## src/rtl/obs_pkg.sv

```systemverilog
// Shared constants, state encoding and helpers for the 142-bit OBS
// partial-product stage.
package obs_pkg;

    localparam int N_142 = 142;  // operand width
    localparam int H_71  = 71;   // half width (even / odd coefficient halves)
    localparam int P_141 = 141;  // width of one 71x71 carry-less product

    // Digit counter width: wide enough to index 71 digits at D = 1.
    localparam int C_W = 7;

    typedef enum logic [1:0] {
        IDLE    = 2'd0,
        COMPUTE = 2'd1,
        DONE    = 2'd2
    } state_t;

    // Number of D-bit digits needed to cover an h-bit operand.
    function automatic int k_digits(input int h, input int d);
        return (h + d - 1) / d;
    endfunction

    // Even-indexed coefficients: result[i] = v[2i].
    function automatic logic [H_71-1:0] split_even(input logic [N_142-1:0] v);
        logic [H_71-1:0] r;
        for (int i = 0; i < H_71; i++) begin
            r[i] = v[2*i];
        end
        return r;
    endfunction

    // Odd-indexed coefficients: result[i] = v[2i+1].
    function automatic logic [H_71-1:0] split_odd(input logic [N_142-1:0] v);
        logic [H_71-1:0] r;
        for (int i = 0; i < H_71; i++) begin
            r[i] = v[2*i+1];
        end
        return r;
    endfunction

endpackage

```

## src/rtl/clmul_digit_step_71bit.sv

```systemverilog
// One digit step of the serial carry-less multiplier:
// o_partial = (i_a * i_digit) << (i_c * D), all arithmetic over GF(2).
module clmul_digit_step_71bit
    import obs_pkg::*;
#(
    parameter int D = 8
) (
    input  logic [H_71-1:0]  i_a,
    input  logic [D-1:0]     i_digit,
    input  logic [C_W-1:0]   i_c,
    output logic [P_141-1:0] o_partial
);

    logic [P_141-1:0] w_prod;

    // Carry-less a x digit, then align the result to digit position c.
    // Bits pushed past bit 140 only ever come from the zero-padded top
    // digit, so truncating to the product width loses nothing.
    always_comb begin
        // NOTE: every variable assigned in always_comb gets a default first,
        // so no path leaves it unassigned and no latch is inferred.
        w_prod = '0;
        for (int j = 0; j < D; j++) begin
            if (i_digit[j]) begin
                w_prod = w_prod ^ (P_141'(i_a) << j);
            end
        end
        o_partial = w_prod << (int'(i_c) * D);
    end

endmodule

```

## src/rtl/obs_partial_product_seq_142bit.sv

```systemverilog
// Sequential partial-product stage: splits A and B into even/odd halves and
// computes ae*be, ae*bo, ao*be, ao*bo one after another on a single shared
// digit-serial carry-less multiplier, then presents all four together.
module obs_partial_product_seq_142bit
    import obs_pkg::*;
#(
    parameter int D = 8
) (
    input  logic             clk,
    input  logic             rst,
    input  logic             in_valid,
    output logic             in_ready,
    input  logic [N_142-1:0] A_in,
    input  logic [N_142-1:0] B_in,
    output logic             out_valid,
    input  logic             out_ready,
    output logic [P_141-1:0] B2_in1,
    output logic [P_141-1:0] B2_in2,
    output logic [P_141-1:0] B2_in3,
    output logic [P_141-1:0] B2_in4
);

    localparam int K  = k_digits(H_71, D);
    localparam int KD = K * D;
    localparam logic [C_W-1:0] C_LAST = C_W'(K - 1);

    state_t           r_state;
    state_t           w_next_state;
    logic             r_in_ready;
    logic             w_accept;
    logic             w_last_digit;

    logic [H_71-1:0]  r_ae;
    logic [H_71-1:0]  r_ao;
    logic [H_71-1:0]  r_be;
    logic [H_71-1:0]  r_bo;
    logic [P_141-1:0] r_acc;
    logic [1:0]       r_p;
    logic [C_W-1:0]   r_c;
    logic [P_141-1:0] r_prod [4];

    logic [H_71-1:0]  w_a_sel;
    logic [H_71-1:0]  w_b_sel;
    logic [KD-1:0]    w_b_pad;
    logic [D-1:0]     w_digit;
    logic [P_141-1:0] w_partial;
    logic [P_141-1:0] w_acc_next;

    // State register.
    always_ff @(posedge clk or posedge rst) begin
        if (rst) begin
            r_state <= IDLE;
        end else begin
            // NOTE: sequential state uses non-blocking assignments so every
            // register samples pre-edge values regardless of block order.
            r_state <= w_next_state;
        end
    end

    // Next-state logic and per-cycle control strobes.
    always_comb begin
        w_next_state = r_state;
        w_accept     = 1'b0;
        w_last_digit = 1'b0;
        case (r_state)
            IDLE: begin
                // Accept only once in_ready is actually visible outside.
                if (r_in_ready && in_valid) begin
                    w_accept     = 1'b1;
                    w_next_state = COMPUTE;
                end
            end
            COMPUTE: begin
                if (r_c == C_LAST) begin
                    w_last_digit = 1'b1;
                    if (r_p == 2'd3) begin
                        w_next_state = DONE;
                    end
                end
            end
            DONE: begin
                if (out_ready) begin
                    w_next_state = IDLE;
                end
            end
            default: w_next_state = IDLE;
        endcase
    end

    // in_ready is registered so it stays low throughout reset and rises
    // the cycle after release, and the cycle after the output handshake.
    always_ff @(posedge clk or posedge rst) begin
        if (rst) begin
            r_in_ready <= 1'b0;
        end else begin
            r_in_ready <= (w_next_state == IDLE);
        end
    end

    // Operand selection by product index: bit 1 picks the A half,
    // bit 0 picks the B half (0: ae*be, 1: ae*bo, 2: ao*be, 3: ao*bo).
    always_comb begin
        w_a_sel = r_p[1] ? r_ao : r_ae;
        w_b_sel = r_p[0] ? r_bo : r_be;
        // Zero-pad the top digit when D does not divide 71.
        w_b_pad              = '0;
        w_b_pad[H_71-1:0]    = w_b_sel;
        w_digit              = w_b_pad[int'(r_c) * D +: D];
    end

    clmul_digit_step_71bit #(
        .D (D)
    ) u_step (
        .i_a       (w_a_sel),
        .i_digit   (w_digit),
        .i_c       (r_c),
        .o_partial (w_partial)
    );

    assign w_acc_next = r_acc ^ w_partial;

    // Datapath: operand capture, digit accumulation, product write-back.
    always_ff @(posedge clk or posedge rst) begin
        if (rst) begin
            r_ae  <= '0;
            r_ao  <= '0;
            r_be  <= '0;
            r_bo  <= '0;
            r_acc <= '0;
            r_p   <= '0;
            r_c   <= '0;
            // NOTE: the product registers feed the outputs directly and must
            // read zero out of reset, so this small array is reset in full.
            for (int i = 0; i < 4; i++) begin
                r_prod[i] <= '0;
            end
        end else if (w_accept) begin
            r_ae  <= split_even(A_in);
            r_ao  <= split_odd(A_in);
            r_be  <= split_even(B_in);
            r_bo  <= split_odd(B_in);
            r_acc <= '0;
            r_p   <= '0;
            r_c   <= '0;
        end else if (r_state == COMPUTE) begin
            if (w_last_digit) begin
                r_prod[r_p] <= w_acc_next;
                r_acc       <= '0;
                r_c         <= '0;
                r_p         <= r_p + 2'd1;
            end else begin
                r_acc <= w_acc_next;
                r_c   <= r_c + C_W'(1);
            end
        end
    end

    assign in_ready  = r_in_ready;
    assign out_valid = (r_state == DONE);
    assign B2_in1    = r_prod[0];
    assign B2_in2    = r_prod[1];
    assign B2_in3    = r_prod[2];
    assign B2_in4    = r_prod[3];

endmodule
```

## config.mk

```make
export PLATFORM = sky130hd
export DESIGN_NAME = obs_partial_product_seq_142bit
export DESIGN_NICKNAME = d
export VERILOG_FILES = /design/src/rtl/obs_pkg.sv /design/src/rtl/clmul_digit_step_71bit.sv /design/src/rtl/obs_partial_product_seq_142bit.sv
export SDC_FILE = /design/constraint.sdc
export NUM_CORES = 2
export LEC_CHECK = 0
export ABC_AREA = 1
export CORE_UTILIZATION = 40
export CTS_CLUSTER_DIAMETER = 150
export DETAILED_ROUTE_END_ITERATION = 12
export PLACE_DENSITY = 0.63
export SYNTH_ARGS = -nofsm -noshare
export SYNTH_HDL_FRONTEND = slang
export SYNTH_SLANG_ARGS = --single-unit
```

## constraint.sdc

```tcl
create_clock -name clk -period 50.3 [get_ports clk]
set_input_delay 10.06 -clock clk [delete_from_list [all_inputs] [get_ports clk]]
set_output_delay 10.06 -clock clk [all_outputs]
set_load 0.1 [all_outputs]
```

==> metrics.cfg <==
[synthesis]
ys_seq_elements = 1001
synth_seq_area_share = 0.446
postSynth.asyncResetShare = 1.00
post_synth.cell_area_avg_sq_um = 7.06
synth.area.top_cells = dfrtp_1, nand2_1, nand3_1
synth_cells = 7956
synthDistinctLibCells = 51
synth-edff-count = 0
ys_dominant_reg_cell = dfrtp_1
synthesis.area_sq_um = 56200
yosysTopAreaCell = dfrtp_1
postSynthNetCount = 8250
yosys_warnings = 0
synth_top_cell_area_share = 0.446

[final_layout]
fillerInstances = 13800
postLayoutCoreUtil = 0.500
seq_cell_area_sq_um = 25100
layout-drive-gt1-share = 0.0519
num-nets-final = 8851
area_growth_pct = 24.1
area_taken_by_multi_input_logic_gates_sq_um = 27300

[route]
finalWirelength_mm = 238
detail_route.vias_per_cell = 5.38
vias = 56700
drt-wirelength-per-cell_um = 22.6
dr.first_iter.drc_count = 6365
first_pass_iters = 6
drc_errors = 0
ant_nets = 0

[cts]
number_of_buffers_created_by_cts = 110
post_cts_sizing = 0
cts.root.buffer_cell = clkbuf_16
cts.reportedPaths.clkPinSlew_ns = 0.06
cts.sinks = 1001
htree_num_levels = 3
cts.path.max_buffers = 3
post-cts-setup-buffer-count = 0
skew_pair_late_insertion_delay_ns = 0.77
number_of_buffers_added_to_fix_hold_violations_after_cts = 0
cts_tree = built

[floorplanning]
core_region_area_sq_um = 139000
die_width_um = 377
die_height_um = 377
placement_rows = 137
die-area_sq_um = 142000
top_level_ports = 854
initial_utilization = 0.403

[timing]
tightest_slew_ns = 1.23
final_hold_vios = 0
timing.final.crit_share = 0.271
achievable-frequency_mhz = 73.4
period_minus_slack_ns = 13.63
timing.max_slew.rel_slack = 0.175
setup_viol = 0
final.setup_skew_ns = 0.0864
final_max_slew_viol_count = 0
rsz_0062_raised_after_global_routing = false
finalSetupTns_ns = 0

[critical_path]
crit_reg_reg_startpoint = r_c[0]
cp_peak_stage_delay_ns = 0.82
worstSetupPathDepth = 10
timing.critical_path.from = in_valid
ff2ff_path_depth = 23
timing.critical_path.arrival_ns = 14.28
reg2reg_slack_ns = 43.60
timing.critical_path.from_type = input pin
critPathCapture = r_acc[122]
critPathTopFamily = buffers and inverters
worstPathMaxFanout = 140
worst_setup_end_kind = flop
r2r-end = r_acc[23]
timing.critical_path.required_ns = 50.95
critPathMostFrequentCell = buf_4
worstPathCellList = clkdlybuf4s50_1, nand4_1, buf_4, inv_8, nor2_1, nand2_1, inv_6, buf_4, nand3_1, o21ai_1
critPathSlowestCell = buf_4
path_buf_inv = 5
crit_type = in2reg

[placement]
gp_congestion = 1.00
portBuffers = 853
dp_hpwl_mm = 173

[status]
outcome = finished, final reports clean

[global_route]
largest_net_degree_at_the_start_of_global_routing = 157
grt_usage = 0.328
vias_in_the_first_global_route = 53300
antenna_found_initial = 6
grt_first_pass_wirelength_mm = 348
gr-total-overflow = 0

[worst_hold_path]
hold_class = reg2reg

[run]
max_cap_viol_count = 0

-- synth_stat cells, types with 4 or more instances --
| library cell | count |
|---|---|
| or2_2 | 71 |
| inv_2 | 8 |
| o21bai_2 | 10 |
| buf_2 | 55 |
| o21ai_0 | 278 |
| xor2_1 | 174 |
| o21ai_1 | 35 |
| xnor2_2 | 6 |
| buf_6 | 18 |
| xnor2_1 | 99 |
| a21o_1 | 7 |
| xor2_2 | 16 |
| nand4_1 | 155 |
| o31ai_1 | 6 |
| nor2_1 | 182 |
| nand3_1 | 1172 |
| nand3_2 | 4 |
| o21ai_2 | 7 |
| nor3_1 | 8 |
| buf_4 | 34 |
| nand2_2 | 20 |
| nor2_2 | 14 |
| o211ai_1 | 4 |
| inv_1 | 486 |
| clkinv_1 | 31 |
| clkbuf_1 | 257 |
| buf_1 | 67 |
| o22ai_1 | 4 |
| ha_1 | 6 |
| or2_1 | 5 |
| dfrtp_1 | 1001 |
| a21oi_1 | 12 |
| nand2_1 | 3654 |
| nand3b_1 | 24 |
-- placed cells by master, fill, tap and decap left out, types with 10 or more instances in the layout --
cell type,netlist,layout
a21oi_1,12,12
buf_4,34,70
bufinv_16,0,13
clkbuf_1,257,20
clkbuf_16,0,112
clkbuf_8,0,26
clkdlybuf4s50_1,0,849
clkinv_1,31,25
clkinv_2,0,23
dfrtp_1,1001,995
inv_1,486,482
nand2_1,3654,3648
nand2_2,20,19
nand3_1,1172,1172
nand3b_1,24,24
nand4_1,155,155
nor2_1,182,179
nor2_2,14,15
o21ai_0,278,278
o21ai_1,35,35
o21bai_2,10,10
or2_2,71,71
xnor2_1,99,99
xor2_1,174,174
xor2_2,16,16
-- registers in the layout, summed over array words and instances (netlist names) --
name and flops:
r_bo 71, r_c 7, r_ao 71, r_be 71
B2_in2 141, r_p 2, B2_in4 141, r_acc 141
r_ae 71, B2_in1 141, B2_in3 141, in_ready 1
r_state 2
-- per-stage QoR --
step	cell area, sq um	cells	hold slack (ns)	worst slack, ns
finish	69700	10500	0.470	36.67
global route	69700	10500	0.484	36.34
CTS	69700	10500	0.469	36.64
detailed placement	65700	10300	0.457	35.89
global placement	65700	10300	0.455	35.95
floorplan	56200	7956	0.441	12.08
-- worst min-delay path by stage --
stage                          start    endpoint  slack, ns  cells past startpoint
after global routing        r_ao[19]    r_ao[19]       0.48                      2
after floorplan              r_ao[0]     r_ao[0]       0.44                      2
final                        r_ao[9]     r_ao[9]       0.47                      2
after CTS                 r_state[0]  r_state[1]       0.47                      1
after detailed placement    r_ao[42]    r_ao[42]       0.46                      2
after global placement      r_ao[31]    r_ao[31]       0.46                      2
-- per-layer routing --
| metal | up-vias | global-route usage | wire [um] |
|---|---|---|---|
| met4 | 4 | 0.144 | 11600 |
| met3 | 450 | 0.0583 | 19000 |
| met2 | 2532 | 0.540 | 112000 |
| met5 | - | 0 | 23 |
| met1 | 27400 | 0.420 | 95600 |
| li1 | 26300 | - | - |
-- cell families (layout without fill, tap and decap cells) --
group                    Yosys count  after routing  synth area share
other                              0              3                 0
XOR/XNOR                         295            295            0.0489
flip-flops                      1001           1001             0.446
AO/OA/AOI/OAI                    376            376            0.0367
buffers and inverters            957           1651            0.0699
adder cells (fa/ha/maj)            6              6           0.00134
AND/OR/NAND/NOR                 5321           5321             0.397
-- layout make-up --
cell class / instances / share of cell area
Clock inverter: 47 / 0.0100
Tap cell: 1876 / 0.0337
Timing Repair Buffer: 920 / 0.130
Inverter: 526 / 0.0291
Clock buffer: 158 / 0.0464
Sequential cell: 1001 / 0.360
Antenna cell: 3 / 0.000108
Multi-Input combinational cell: 5998 / 0.391
-- worst register-to-register path, cell delays in order (launching register included) --
cell and delay (ns):
dfrtp_4 0.63, buf_4 0.35, inv_6 0.54, nand3_1 0.26
nand3_1 0.16, nand3_1 0.11, nand2_1 0.14, nand2_1 0.21
nand2_2 0.75, buf_4 0.62, nand2_1 0.18, xor2_1 0.19
inv_1 0.06, nand2_1 0.07, nand2_1 0.05, nand2_1 0.08
nand2_1 0.05, nand2_1 0.07, nand3_1 0.21, o21ai_1 0.59
nand4_1 0.43, xor2_1 0.74, nand2_1 0.09, o21ai_0 0.10
Power is not shown: default switching activity piles up to over one toggle a cycle in this logic, so the estimate is an artifact.
